## src/rtl/mbc_run_sequencer.sv

```systemverilog
// Run controller for the MBC core: reset/enable sequencing, HLT and watchdog detection,
// enabled-cycle counting and a valid/ready trace FIFO of {cu_data, ac_data} samples.
module mbc_run_sequencer #(
  parameter int unsigned DATA_W      = 16,
  parameter int unsigned RST_CYCLES  = 4,
  parameter int unsigned TRACE_DEPTH = 8,
  parameter int unsigned MAX_CYCLES  = 1024,
  parameter int unsigned CNT_W       = 16
) (
  input  logic                clk,
  input  logic                reset,
  input  logic                start,
  input  logic                step_mode,
  input  logic                step,
  input  logic                halt_in,
  input  logic [DATA_W-1:0]   cu_data,
  input  logic [DATA_W-1:0]   ac_data,
  output logic                dut_reset,
  output logic                dut_en,
  output logic                busy,
  output logic                done,
  output logic                timeout,
  output logic [CNT_W-1:0]    cycle_cnt,
  output logic                trace_valid,
  input  logic                trace_ready,
  output logic [2*DATA_W-1:0] trace_data,
  output logic                trace_overflow
);

  localparam int unsigned PtrW = (TRACE_DEPTH > 1) ? $clog2(TRACE_DEPTH) : 1;
  localparam int unsigned RstW = (RST_CYCLES > 1) ? $clog2(RST_CYCLES) : 1;

  typedef enum logic [2:0] {StIdle, StRst, StRun, StHalt, StTout} state_e;

  state_e              state_q, state_d;
  logic [RstW-1:0]     rst_cnt_q, rst_cnt_d;
  logic [CNT_W-1:0]    cnt_q, cnt_d;
  logic                en_q, en_d;
  logic                dut_reset_q, busy_q, done_q, timeout_q;
  logic                first_q, first_d;
  logic [DATA_W-1:0]   last_ac_q;
  logic                ovf_q, ovf_d;

  logic [2*DATA_W-1:0] mem_q [TRACE_DEPTH];
  logic [PtrW-1:0]     wr_ptr_q, rd_ptr_q;
  logic [PtrW:0]       count_q, count_d;
  logic                full, pop, push_req, push_ok;

  // Next-state and run-control logic
  always_comb begin
    state_d   = state_q;
    rst_cnt_d = rst_cnt_q;
    case (state_q)
      StIdle: begin
        if (start) begin
          state_d   = StRst;
          rst_cnt_d = '0;
        end
      end
      StRst: begin
        if (rst_cnt_q == RstW'(RST_CYCLES - 1)) begin
          state_d = StRun;
        end else begin
          rst_cnt_d = rst_cnt_q + RstW'(1);
        end
      end
      StRun: begin
        // HLT has priority over the watchdog when both fire on the same enabled cycle.
        if (en_q && halt_in) begin
          state_d = StHalt;
        end else if (en_q && (cnt_q == CNT_W'(MAX_CYCLES - 1))) begin
          state_d = StTout;
        end
      end
      StHalt, StTout: begin
        if (start) begin
          state_d   = StRst;
          rst_cnt_d = '0;
        end
      end
      default: state_d = StIdle;
    endcase

    en_d = (state_d == StRun) && (!step_mode || step);

    if (state_d == StRst) begin
      cnt_d = '0;
    end else if (en_q) begin
      cnt_d = cnt_q + CNT_W'(1);
    end else begin
      cnt_d = cnt_q;
    end

    if (state_d == StRst) begin
      first_d = 1'b1;
    end else if (en_q) begin
      first_d = 1'b0;
    end else begin
      first_d = first_q;
    end
  end

  // Trace capture and FIFO control
  always_comb begin
    full     = (count_q == (PtrW + 1)'(TRACE_DEPTH));
    pop      = trace_valid && trace_ready;
    push_req = en_q && (first_q || (ac_data != last_ac_q));
    push_ok  = push_req && (!full || pop);

    count_d = count_q;
    if (push_ok && !pop) begin
      count_d = count_q + (PtrW + 1)'(1);
    end else if (!push_ok && pop) begin
      count_d = count_q - (PtrW + 1)'(1);
    end

    ovf_d = ovf_q;
    if ((state_d == StRst) && (state_q != StRst)) begin
      ovf_d = 1'b0;
    end else if (push_req && full && !pop) begin
      ovf_d = 1'b1;
    end
  end

  always_ff @(posedge clk) begin
    if (!reset) begin
      state_q     <= StIdle;
      rst_cnt_q   <= '0;
      cnt_q       <= '0;
      en_q        <= 1'b0;
      dut_reset_q <= 1'b1;
      busy_q      <= 1'b0;
      done_q      <= 1'b0;
      timeout_q   <= 1'b0;
      first_q     <= 1'b1;
      last_ac_q   <= '0;
      ovf_q       <= 1'b0;
      wr_ptr_q    <= '0;
      rd_ptr_q    <= '0;
      count_q     <= '0;
    end else begin
      state_q     <= state_d;
      rst_cnt_q   <= rst_cnt_d;
      cnt_q       <= cnt_d;
      en_q        <= en_d;
      dut_reset_q <= (state_d == StIdle) || (state_d == StRst);
      busy_q      <= (state_d == StRst) || (state_d == StRun);
      done_q      <= (state_d == StHalt);
      timeout_q   <= (state_d == StTout);
      first_q     <= first_d;
      ovf_q       <= ovf_d;
      count_q     <= count_d;
      if (push_ok) begin
        last_ac_q <= ac_data;
        wr_ptr_q  <= wr_ptr_q + PtrW'(1);
      end
      if (pop) begin
        rd_ptr_q <= rd_ptr_q + PtrW'(1);
      end
    end
  end

  // Storage needs no reset; only the pointers define validity.
  always_ff @(posedge clk) begin
    if (push_ok) begin
      mem_q[wr_ptr_q] <= {cu_data, ac_data};
    end
  end

  assign dut_reset      = dut_reset_q;
  assign dut_en         = en_q;
  assign busy           = busy_q;
  assign done           = done_q;
  assign timeout        = timeout_q;
  assign cycle_cnt      = cnt_q;
  assign trace_overflow = ovf_q;
  assign trace_valid    = (count_q != '0);
  assign trace_data     = mem_q[rd_ptr_q];

endmodule
```

## config.mk

```make
export PLATFORM = sky130hd
export DESIGN_NAME = mbc_run_sequencer
export DESIGN_NICKNAME = d
export VERILOG_FILES = /design/src/rtl/mbc_run_sequencer.sv
export SDC_FILE = /design/constraint.sdc
export NUM_CORES = 1
export LEC_CHECK = 0
export BUFFER_PORTS_ARGS = -buffer_cell sky130_fd_sc_hd__buf_4
export CORE_UTILIZATION = 35
export DETAILED_ROUTE_END_ITERATION = 12
export PLACE_DENSITY = 0.6
export SLEW_MARGIN = 10
export SYNTH_ARGS = -nofsm -noshare
export SYNTH_HDL_FRONTEND = slang
export SYNTH_SLANG_ARGS = --single-unit
```

## constraint.sdc

```tcl
create_clock -name clk -period 8.9 [get_ports clk]
set_clock_uncertainty 0.15 [all_clocks]
set_input_delay 1.78 -clock clk [delete_from_list [all_inputs] [get_ports clk]]
set_output_delay 1.78 -clock clk [all_outputs]
set_load 0.02 [all_outputs]
```

# After elaboration in Yosys (flattened, before gate mapping)

Memories as Yosys holds them, arrays and structs flattened. A register that Yosys moved wholly into a read port is not among the register bits.
Index checks and enable logic that the tools add are counted.

Memories kept: 1
Output and inout bits: 55
Register bits after elaboration: 54
Input port bits: 39
Bits in writable memories: 256

Memories:

| memory | words | bits a word | rd ports | clocked after memory_dff | write ports | line | source |
|---|---|---|---|---|---|---|---|
| mem_q  | 8     | 32          | 1        | 1                        | 1           | 44   | `logic [2*DATA_W-1:0] mem_q [TRACE_DEPTH];` |

Reduce and logical (&&, ||, !) cells: 29
Add/sub/neg operators: 6
Bitwise logic cells: 1
Muxes and demuxes: 14
Eq/ne operators: 15

Operators with widths:

| operator                | number |
|---|---|
| $mux W3                 | 6 |
| $add A16 B1 Y16 const B | 1 |
| $eq A16 B10 Y1 const B  | 1 |
| $ne A16 B16 Y1          | 1 |
| $eq A3 B2 Y1 const B    | 4 |
| $logic_and A1 B1 Y1     | 11 |
| $pmux W3 S3             | 1 |
| $mux W4                 | 2 |
| $add A3 B1 Y3 const B   | 2 |
| $eq A3 B1 Y1 const B    | 2 |
| $eq A3 B3 Y1 const B    | 2 |
| $logic_not A3 Y1        | 2 |
| $logic_or A1 B1 Y1      | 5 |
| $add A4 B1 Y4 const B   | 1 |
| $eq A4 B4 Y1 const B    | 1 |
| $logic_not A1 Y1        | 4 |
| $mux W2                 | 2 |
| $pmux W2 S2             | 1 |
| $reduce_bool A2 Y1      | 2 |
| $reduce_bool A4 Y1      | 1 |
| $reduce_or A2 Y1        | 2 |
| $sub A4 B1 Y4 const B   | 1 |
| $ne A3 B1 Y1 const B    | 1 |
| $reduce_and A3 Y1       | 1 |
| 7 further kinds         | 8 |

# Longest topological paths before layout

Depth in word-level cells: 8
Mapped depth: 13

# Worst setup path after synthesis

Ideal clock, no wire load.

Kind: input port to flip-flop
Start point: input ac_data[1]
End point: memory mem_q[1][0] (netlist bit), enable pin
Arrival: 5.563 ns
Slack: 2.685 ns
Setup time: 0.502 ns
Stages: 5
Buffers on the path: 0
Data required time: 8.248 ns
Cell sequence: xnor2_1 -> nand4_1 -> nor4_4 -> a21oi_2 -> nor4bb_1

Word-level cells in the longest chain between the ends: 6

Ends and longest elaborated chain:

| element                       | line | source |
|---|---|---|
| from (decl)                   | 17   | `input logic [DATA_W-1:0] ac_data,` |
| $ne A16 B16 Y1                | 107  | `push_req = en_q && (first_q \|\| (ac_data != last_ac_q));` |
| $logic_or A1 B1 Y1            | 107  |  |
| $logic_and A1 B1 Y1           | 107  |  |
| $logic_and A1 B1 Y1           | 108  | `push_ok = push_req && (!full \|\| pop);` |
| $mux W1                       | 165  | `if (push_ok) begin` |
| $mux W1 (not written as such) | 166  | `mem_q[wr_ptr_q] <= {cu_data, ac_data};` |
| to (decl)                     | 44   |  |

No other way between the ends.

==> flow_summary.toml <==
[sta]
setup_viol = 0
max_slew_margin_pct = 25.9
setup_tns_ns = 0
hold_slack_ns = 0.320
finalHoldViolations = 0
max_freq_ghz = 0.201
fin_crit_ns = 4.96
slew_viol_final = 0
finalCritPeriodShare_pct = 55.8
rsz0062_at_grt = "false"
worst_pin_slew_ns = 1.11

[clock_network]
cts_buffer_depth = 3
cts_buffers = 34
postCtsHoldBufs = 0
cts_tree = "built"
clk_latency_ns = 0.52
htreeDepth = 2
cts.sinks = 313
post-cts-setup-buffers = 0
path_clk_slew_ns = 0.05
cts_resized = 0
clockRootBuffer = "clkbuf_16"

[final_layout]
area_growth_pct = 18.5
drive_above_1_share_pct = 32.7
antennaDiodeCount = 0
layout_commonest_cell = "edfxtp_1"
nNetsFinal = 818
final_cell_mix = "256 x edfxtp_1, 100 x buf_4, 64 x mux4_2"
instances_no_fill = 1249
final_util_pct = 42.1

[yosys]
ys.flop_type = "edfxtp_1"
ys_seq_area_share_pct = 72.1
ys_async_sr_fraction_pct = 0
syn_inst = 662
synth_fp_nets = 709
synth_area_per_cell_um2 = 18.5
synth_cell_types = 46
ys_ff_latch = 313
syn_area_um2 = 12200
yosys_warnings = 0
synth-edff-count = 256

[floorplanning]
num_io_pins = 94
die_w_um = 189
core_um2 = 34500
initial_core_util_pct = 35.5
row_count = 68
die_h_um = 189
die_area_um2 = 35700

[global_routing]
track_usage_pct = 13.4
grt_first_pass_wirelength_um = 36500
globalRoute.totalOverflow = 0
grt_pass1_vias = 6217
grt_max_degree = 65
antenna_found_initial = 0

[setup_path]
reg2regPathDepth = 12
critPathLaunchType = "register"
critical_path_class = "register to output pin"
cp.arrival_ns = 3.03
cp_slowest_stage_delay_ns = 0.81
r2r_slack_ns = 5.48
rr_endpoint = "count_q[3]"
cpMostUsedCell = "buf_4"
critical_path.slowest_cell = "buf_4"
timing.rr.start = "count_q[0]"
path_cells = "buf_4 > mux4_2 > mux2_2 > buf_4"
cp.depth = 4
cp_num_buf_inv = 2
cpLargestDelayFamily = "buffers and inverters"
worstPathMaxFanout = 45
cp-end-kind = "output pin"
crit_required_ns = 6.97

[detailed_routing]
first_pass_iters = 4
wl_per_cell_um = 18.8
num_vias = 6056
ant_nets = 0
viasPerCell = 4.85
routed_wl_um = 23500
drtIter0Drc = 434
drc = 0

[pwr]
powerDensity_nw_per_um2 = 233
ir_drop_mv = 0.130
p_leak_uw = 0.00471

[min_path]
holdPathEnd = "last_ac_q[14]"
hp-class = "register to register"
worstHoldPathCells = 2
holdCritStartpoint = "last_ac_q[14]"

[placed_design]
io_buffers = 93
place_inst = 1190
dp_hpwl_um = 13100
gp_congestion = 0.725

[status]
status = "finished, final reports clean"

[run]
cap_viol_max_count = 0
-- report_power, final --
group          switching, µW  internal (µW)
logic                    218            227
registers               25.5           1600
clock network            550            763
total                    793           2590
-- metal layers --
layer	GRT usage (%)	part of all wire (%)	wire length [µm]
met1	18.6	45	10500
met5	0	0	0
met3	3.00	6.2	1450
met4	3.63	1.9	442
met2	21.3	47	11100
-- synthesized netlist by cell type, types with 4 or more instances --
master,n,area [µm²]
dfxtp_1,57,1140
nor3_1,4,20.0
edfxtp_1,256,7690
clkbuf_1,15,56.3
a21oi_1,7,35.0
ha_1,7,87.6
buf_2,7,35.0
nor2_1,33,124
mux2i_1,22,220
xnor2_1,22,193
o21ai_0,6,30.0
xor2_1,14,123
mux4_2,64,1440
nand4_1,7,43.8
nor2b_1,4,25.0
mux2_2,32,360
nand3_1,9,45.0
inv_1,7,26.3
nand2_1,48,180
-- worst max-delay path by stage --
stage	end	slack, ns
floorplan	mem_q[1][0]	2.69
global placement	count_q[3]	4.00
finish	trace_data[10]	3.94
global route	trace_data[13]	3.69
CTS	trace_data[10]	3.79
detailed placement	count_q[3]	3.97
-- sequential cells by signal (all words and copies together) (netlist names), 2 cells and up, named ones only --
name and flops:
mem_q 256, count_q 4, rd_ptr_q 3, state_q 3
wr_ptr_q 3, rst_cnt_q 2, last_ac_q 16, cycle_cnt 16
-- per-stage QoR --
stage          setup WS, ns  total power, µW  area [µm²]
6_report               3.94             3380       14500
3_5_place_dp           3.97             2110       13500
3_3_place_gp           4.00             2110       13500
4_1_cts                3.79             3430       14500
2_1_floorplan          2.69             1960       12200
5_1_grt                3.69             3510       14500
-- worst min-delay path: stages (launching register included) --
cell and delay, ns:
dfxtp_1 0.31, nand2_1 0.05, mux2i_1 0.05
-- cells by family after synthesis --
group / count (synthesis) / share of synthesized area (%)
xor gates and xnor gates: 36 / 2.57
AOI/OAI and AO/OA: 23 / 1.23
DFF: 313 / 72.1
and+or+nand+nor: 130 / 5.38
buffers and inverters: 34 / 1.33
muxes: 118 / 16.5
adders and majority gates: 8 / 0.879
-- layout make-up --
type	count	area (µm²)
Sequential cell	313	8830
Fill cell	3099	19900
Inverter	7	26.3
Tap cell	455	569
Timing Repair Buffer	100	751
Clock inverter	19	161
Multi-Input combinational cell	315	3300
Clock buffer	40	873
No activity file was read; power rests on OpenSTA's default activity.
